<file path="config.mk">
export PLATFORM = sky130hd
export DESIGN_NAME = i2c_trans_fifo
export DESIGN_NICKNAME = d
export VERILOG_FILES = /design/src/rtl/i2c_pkg.sv /design/src/rtl/i2c_fifo_mem.sv /design/src/rtl/i2c_trans_fifo.sv
export SDC_FILE = /design/constraint.sdc
export NUM_CORES = 1
export LEC_CHECK = 0
export CAP_MARGIN = 15
export CORE_MARGIN = 3
export CORE_UTILIZATION = 38
export DETAILED_ROUTE_END_ITERATION = 12
export PLACE_DENSITY_LB_ADDON = 0.05
export SLEW_MARGIN = 0
export SYNTH_ARGS = -nofsm -noshare
export SYNTH_HDL_FRONTEND = slang
export SYNTH_SLANG_ARGS = --single-unit
export TNS_END_PERCENT = 20
</file>
<file path="constraint.sdc">
create_clock -name i2c_core_clock_i -period 7.2 [get_ports i2c_core_clock_i]
set_input_delay 2.16 -clock i2c_core_clock_i [delete_from_list [all_inputs] [get_ports i2c_core_clock_i]]
set_output_delay 2.16 -clock i2c_core_clock_i [all_outputs]
set_load 0.01 [all_outputs]
</file>
<file path="src/rtl/i2c_pkg.sv">
// Shared I2C constants used as parameter defaults across the I2C blocks.
package i2c_pkg;
   localparam int I2C_DATA_WIDTH      = 8;
   localparam int I2C_FIFO_ADDR_WIDTH = 4;
endpackage

</file>
<file path="src/rtl/i2c_fifo_mem.sv">
// Transmit FIFO storage: synchronous write, asynchronous read, synchronous clear of all entries.
module i2c_fifo_mem
   import i2c_pkg::*;
#(
   parameter int DATA_WIDTH = I2C_DATA_WIDTH,
   parameter int ADDR_WIDTH = I2C_FIFO_ADDR_WIDTH
) (
   input  logic                  i_clk,
   input  logic                  i_clr,
   input  logic                  i_we,
   input  logic [ADDR_WIDTH-1:0] i_waddr,
   input  logic [DATA_WIDTH-1:0] i_wdata,
   input  logic [ADDR_WIDTH-1:0] i_raddr,
   output logic [DATA_WIDTH-1:0] o_rdata
);
   localparam int DEPTH = 1 << ADDR_WIDTH;

   logic [DATA_WIDTH-1:0] r_mem [DEPTH];

   always_ff @(posedge i_clk) begin
      if (i_clr) begin
         for (int i = 0; i < DEPTH; i++) r_mem[i] <= '0;
      end else if (i_we) begin
         r_mem[i_waddr] <= i_wdata;
      end
   end

   assign o_rdata = r_mem[i_raddr];
endmodule

</file>
<file path="src/rtl/i2c_trans_fifo.sv">
// First-word-fall-through transmit FIFO between host writes and the I2C master FSM.
// Optional sticky overflow/underflow flags when I2C_TRANS_FIFO_STATUS_EN is defined.
module i2c_trans_fifo
   import i2c_pkg::*;
#(
   parameter int DATA_WIDTH = I2C_DATA_WIDTH,
   parameter int ADDR_WIDTH = I2C_FIFO_ADDR_WIDTH
) (
   input  logic                  i2c_core_clock_i,
   input  logic                  reset_bit_i,
   input  logic                  wr_en_i,
   input  logic [DATA_WIDTH-1:0] wr_data_i,
   input  logic                  rd_en_i,
   output logic [DATA_WIDTH-1:0] data_o,
   output logic                  trans_fifo_empty_o,
   output logic                  trans_fifo_full_o,
   output logic [ADDR_WIDTH:0]   count_o
`ifdef I2C_TRANS_FIFO_STATUS_EN
   ,
   input  logic                  clear_status_i,
   output logic                  overflow_o,
   output logic                  underflow_o
`endif
);
   localparam logic [ADDR_WIDTH:0] ONE = {{ADDR_WIDTH{1'b0}}, 1'b1};

   logic [ADDR_WIDTH:0] r_wr_ptr, r_rd_ptr, r_count;
   logic                r_empty, r_full;
   logic [ADDR_WIDTH:0] w_wr_ptr_n, w_rd_ptr_n, w_count_n;
   logic                w_wr_ok, w_rd_ok;

   // A write while full is only accepted when a pop frees the head slot in the same cycle.
   assign w_wr_ok = wr_en_i & (~r_full | rd_en_i);
   assign w_rd_ok = rd_en_i & ~r_empty;

   always_comb begin
      w_wr_ptr_n = r_wr_ptr;
      w_rd_ptr_n = r_rd_ptr;
      w_count_n  = r_count;
      if (w_wr_ok) w_wr_ptr_n = r_wr_ptr + ONE;
      if (w_rd_ok) w_rd_ptr_n = r_rd_ptr + ONE;
      case ({w_wr_ok, w_rd_ok})
         2'b10:   w_count_n = r_count + ONE;
         2'b01:   w_count_n = r_count - ONE;
         default: w_count_n = r_count;
      endcase
   end

   always_ff @(posedge i2c_core_clock_i) begin
      if (reset_bit_i) begin
         r_wr_ptr <= '0;
         r_rd_ptr <= '0;
         r_count  <= '0;
         r_empty  <= 1'b1;
         r_full   <= 1'b0;
      end else begin
         r_wr_ptr <= w_wr_ptr_n;
         r_rd_ptr <= w_rd_ptr_n;
         r_count  <= w_count_n;
         r_empty  <= (w_wr_ptr_n == w_rd_ptr_n);
         r_full   <= (w_wr_ptr_n[ADDR_WIDTH] != w_rd_ptr_n[ADDR_WIDTH]) &&
                     (w_wr_ptr_n[ADDR_WIDTH-1:0] == w_rd_ptr_n[ADDR_WIDTH-1:0]);
      end
   end

   i2c_fifo_mem #(
      .DATA_WIDTH (DATA_WIDTH),
      .ADDR_WIDTH (ADDR_WIDTH)
   ) u_mem (
      .i_clk   (i2c_core_clock_i),
      .i_clr   (reset_bit_i),
      .i_we    (w_wr_ok),
      .i_waddr (r_wr_ptr[ADDR_WIDTH-1:0]),
      .i_wdata (wr_data_i),
      .i_raddr (r_rd_ptr[ADDR_WIDTH-1:0]),
      .o_rdata (data_o)
   );

   assign trans_fifo_empty_o = r_empty;
   assign trans_fifo_full_o  = r_full;
   assign count_o            = r_count;

`ifdef I2C_TRANS_FIFO_STATUS_EN
   logic r_overflow, r_underflow;

   // New event beats clear_status_i in the same cycle.
   always_ff @(posedge i2c_core_clock_i) begin
      if (reset_bit_i) begin
         r_overflow  <= 1'b0;
         r_underflow <= 1'b0;
      end else begin
         if (wr_en_i & r_full & ~rd_en_i) r_overflow <= 1'b1;
         else if (clear_status_i)         r_overflow <= 1'b0;
         if (rd_en_i & r_empty)           r_underflow <= 1'b1;
         else if (clear_status_i)         r_underflow <= 1'b0;
      end
   end

   assign overflow_o  = r_overflow;
   assign underflow_o = r_underflow;
`endif
endmodule

</file>
## Word-level counts from Yosys, hierarchy flattened

Memories as Yosys holds them, arrays and structs flattened. A register that Yosys moved wholly into a read port is not among the register bits.
Cells that the tools add are included.

- Add/sub/neg operators: 4
- Eq/ne operators: 5
- Multiplexer cells: 12
- Bitwise logic cells: 5
- Reductions and logical operators: 3

Operator list:

| operator | count |
|---|---|
| $add 5x1->5 const B | 3 |
| $mux 5 | 2 |
| $pmux 5 s2 | 1 |
| $mux 4 | 2 |
| $mux 8 | 1 |
| $reduce_or 8->1 | 1 |
| $mux 1 | 6 |
| $eq 5x5->1 | 1 |
| $sub 5x1->5 const B | 1 |
| $eq 4x4->1 | 1 |
| $and 1x1->1 | 2 |
| $eq 2x1->1 const B | 1 |
| $eq 2x2->1 const B | 1 |
| $not 1->1 | 2 |
| $reduce_bool 2->1 | 1 |
| $logic_and 1x1->1 | 1 |
| $ne 1x1->1 | 1 |
| $or 1x1->1 | 1 |

- Register bits: 17
- Bits in writable memories: 128
- Input port bits: 12
- Output and inout bits: 15
- Memories kept: 1

Memory list:

| memory | depth | bits a word | read ports | clocked after Yosys merged registers in | wr ports | RTL line | source |
|---|---|---|---|---|---|---|---|
| u_mem.r_mem | 16 | 8 | 1 | 1 | 16 | i2c_fifo_mem.sv:18 | `logic [DATA_WIDTH-1:0] r_mem [DEPTH];` |

## Longest topological paths before layout

- Depth in word-level cells: 8
- Gate-level depth with buffers: 11
- Depth with buffers taken out: 10

## By module

A second synthesis with hierarchy kept.

- Cell total of the unflattened synthesis: 483
- Area, all modules: 6851.6 um^2

By module, submodules not included:

| module | times used | cells each | area an instance (um^2) | seq. area each (um^2) |
|---|---|---|---|---|
| i2c_fifo_mem | 1 | 375 | 5861.9 | 3843.7 |
| i2c_trans_fifo | 1 | 108 | 989.7 | 340.3 |

## Least setup slack after synthesis

Ideal clock, no wire load.

- Path kind: input -> register
- From: in wr_en_i
- To: reg r_count[4], in the netlist count_o[4]
- Data arrival time: 4.078 ns
- Data required time: 7.071 ns
- Path slack: 2.994 ns
- Stages on the path: 11
- Buffers on the path: 2
- Cell sequence: clkbuf_2 > nand2_1 > ha_1 > clkbuf_1 > xor2_1 > ha_1 > or3b_2 > a211oi_1 > o21bai_1 > xor2_1 > nor2_1

- Cells in the longest elaborated chain, start to end: 3
- Elaborated cells between the ends (all ways): 5
- Classes of those cells: eq/ne: 2; mux: 1; bitwise: 1; reduce/logical: 1

Ends and longest elaborated chain:

| item | RTL line | source |
|---|---|---|
| start, declared | i2c_trans_fifo.sv:11 | `input logic wr_en_i,` |
| $and 1x1->1 * | i2c_trans_fifo.sv:33 | `assign w_wr_ok = wr_en_i & (~r_full \| rd_en_i);` |
| $eq 2x1->1 or $eq 2x2->1 (tied branches) | i2c_trans_fifo.sv:42 | `case ({w_wr_ok, w_rd_ok})` |
| $pmux 5 s2 or $reduce_bool 2->1 (tied branches) | -- |  |
| end signal, assigned | i2c_trans_fifo.sv:59 | `r_count <= w_count_n;` |
| end, declared | i2c_trans_fifo.sv:27 | `logic [ADDR_WIDTH:0] r_wr_ptr, r_rd_ptr, r_count;` |

Mark *: on every way between the ends. The rest lies on a longest branch, timed or not.
A chain may end at the register's enable or synchronous reset.

==> flow_summary.json <==
{
  "port_buffers": 26,
  "path_delay_family": "flip-flops",
  "dr_wl_met3_um": 442,
  "cap_violations": 0,
  "setup_tns_ns": 0,
  "cts_hold_buffers": 0,
  "final-setup-viol-count": 0,
  "fmaxAchievable_ghz": 0.1897,
  "p_int_mw": 1.605,
  "grt_usage": 0.1771,
  "grt_overflow": 0,
  "synth_simple_gate_area_frac": 0.1789,
  "final_cell_mix": "edfxtp_1, and2_1, nor2_1, clkdlybuf4s50_1, mux4_2",
  "ant_nets": 0,
  "routed.top_layer": "met4",
  "final_common_cell": "edfxtp_1",
  "layout.nets": 544,
  "grt_first_pass_wirelength_um": 25830,
  "routed_wl_um": 16850,
  "cts_tree": "yes",
  "synthAdderAreaFrac": 0.01425,
  "crit_path_end_kind": "output pin",
  "worst_ep_arrival_time_ns": 3.11,
  "clock_path_buffers": 2,
  "placed_area_mm2": 0.007502,
  "p_comb_frac": 0.110,
  "power.share.clock": 0.419,
  "drv_slew": 0,
  "ys_ff_latch": 145,
  "worst-setup-path-type": "reg2out",
  "antenna_found_initial": 0,
  "yosys.area.top_type_share": 0.5473,
  "core_mm2": 0.01809,
  "drt_iter0_drc": 275,
  "fin_hold_ws_ns": 0.5331,
  "tightest_slew_ns": 1.086,
  "h-tree-depth": 4,
  "cts_buffers": 17,
  "path_cells": "buf_4 -> mux4_2 -> mux2i_1 -> a21oi_1 -> clkdlybuf4s50_1",
  "vias": 3909,
  "synth_compound_area_frac": 0.03456,
  "routed-wl-met2_um": 8133,
  "via_per_inst": 5.103,
  "netlist_area_mm2": 0.007023,
  "yosys_warnings": 0,
  "cp_slowest_stage_delay_ns": 0.92,
  "status": "finished, final reports clean",
  "ys_seq_area_frac": 0.5958,
  "required_ns": 5.04,
  "synth.area.mux_share": 0.1244,
  "fin_crit_ns": 5.272,
  "cp.depth": 5,
  "finalHoldViolations": 0,
  "slew_headroom": 0.2681,
  "drt_pass1_iterations": 4,
  "drc_errors": 0,
  "wl_met1_um": 8097,
  "power_mw": 2.090,
  "p_sw_mw": 0.4855,
  "cp-start-kind": "register",
  "path_clk_slew_ns": 0.06,
  "synthArstFlopShare": 0,
  "synth_edf_count": 128,
  "cts_sinks": 145,
  "synth_top_cells_by_area": "edfxtp_1, and2_1, mux4_2",
  "hold_class": "reg2reg",
  "die-area_mm2": 0.02015,
  "cts_resized": 0,
  "drive_above_1_share": 0.1434,
  "place_hpwl_um": 11350,
  "finalInstanceArea_mm2": 0.008087,
  "layout_worst_path_cycle_share": 0.7322,
  "synth_top_family_by_area": "simple AND/OR/NAND/NOR gates",
  "die_w_um": 141.9,
  "hold_depth": 2,
  "synth_top_cell_by_area": "edfxtp_1",
  "fp.dieH_um": 141.9,
  "grt_max_degree": 33,
  "synth_cell_type_count": 49,
  "synthFlopType": "edfxtp_1",
  "diodes": 0,
  "cp_slowest_cell": "dfxtp_2",
  "syn-num-nets": 514,
  "wl_per_cell_um": 22.00,
  "path_buf_inv": 2,
  "cellLeakagePower_nw": 2.959,
  "grt_pass1_vias": 4085,
  "start_util": 0.3883,
  "routabilityCongestion": 0.7486,
  "ff2ff_path_depth": 10,
  "skew_ns": 0.01205,
  "rsz0062_at_grt": "false",
  "p_sw_frac": 0.2323,
  "core.rowCount": 49,
  "ir_drop_uv": 162.2,
  "io_pins": 27,
  "avgSynthCellArea_um2": 14.22,
  "p_seq_frac": 0.472,
  "synthToLayoutAreaGrowth_pct": 15.14,
  "clk_latency_ns": 0.42,
  "syn_inst": 494,
  "p_per_area_mw_per_mm2": 258.5,
  "synth_xor_area_frac": 0.02690,
  "cp_max_fo": 26,
  "post_cts_buffers": 0,
  "clockRootBuffer": "clkbuf_16"
}
cell families (layout without fill, tap and decap cells):
logic type | Yosys count | in the layout
buffers and inverters | 34 | 77
and+or+nand+nor | 205 | 205
AOI/OAI and AO/OA | 41 | 41
DFF | 145 | 145
xor gates and xnor gates | 19 | 19
adders and majority gates | 8 | 8
muxes | 42 | 42
sequential cells by signal, summed over array words and instances (netlist names):
signal              cells
u_mem.r_mem           128
trans_fifo_empty_o      1
r_wr_ptr                5
r_rd_ptr                5
count_o                 5
trans_fifo_full_o       1
per-layer routing:
| layer | GRT usage | vias up |
|---|---|---|
| li1 | - | 1867 |
| met1 | 0.2500 | 1963 |
| met2 | 0.2828 | 65 |
| met3 | 0.03461 | 14 |
| met4 | 0.04798 | 0 |
| met5 | 0 | - |
worst min-delay path, stage by stage, from the launching register on:
cell and delay [ns]:
dfxtp_1 0.35, xor2_1 0.08, nor2_1 0.08
worst paths after layout:
check | startpoint | endpoint | slack, ns
setup / recovery | r_rd_ptr[0] | data_o[6] | 1.93
hold / removal | count_o[4] | count_o[4] | 0.53
setup reg to reg | trans_fifo_empty_o | count_o[4] | 4.71
hold reg to reg | count_o[4] | count_o[4] | 0.53
per-stage QoR:
stage | utilization | setup slack, ns | cells
3_3_place_gp | 0.4127 | 2.200 | 727
6_report | 0.4471 | 1.929 | 766
2_1_floorplan | - | 2.994 | 494
3_5_place_dp | 0.4148 | 2.241 | 733
4_1_cts | 0.4467 | 1.866 | 765
5_1_grt | 0.4471 | 1.705 | 766
area by class of cell:
| cell class | count | area [um2] |
|---|---|---|
| repair buffers | 40 | 357.8 |
| inverters | 5 | 18.77 |
| clock inverters | 13 | 143.9 |
| clock buffers | 19 | 432.9 |
| flip-flops and latches | 145 | 4185 |
| fillers | 1619 | 10000 |
| multi-input cells | 315 | 2661 |
| well taps | 229 | 286.5 |
power by group through the flow:
stage / Combinational [mW] / Sequential [mW] / Clock [mW]
global route: 0.251 / 0.992 / 0.932
CTS: 0.233 / 0.988 / 0.889
detailed placement: 0.232 / 1.01 / 0
finish: 0.229 / 0.986 / 0.875
global placement: 0.229 / 1.00 / 0
floorplan: 0.160 / 0.985 / 0
synth_stat cells (all sizes together) (8+ instances only):
cell,count
and3,9
and2,121
a21oi,12
buf,11
nand2,8
xor2,8
edfxtp,128
dfxtp,17
xnor2,10
nor3,8
mux4,32
nor2b,10
o21ai,14
nor2,27
clkbuf,18
a211oi,9
mux2i,10
ha,8
(Power assumes the default switching activity.)
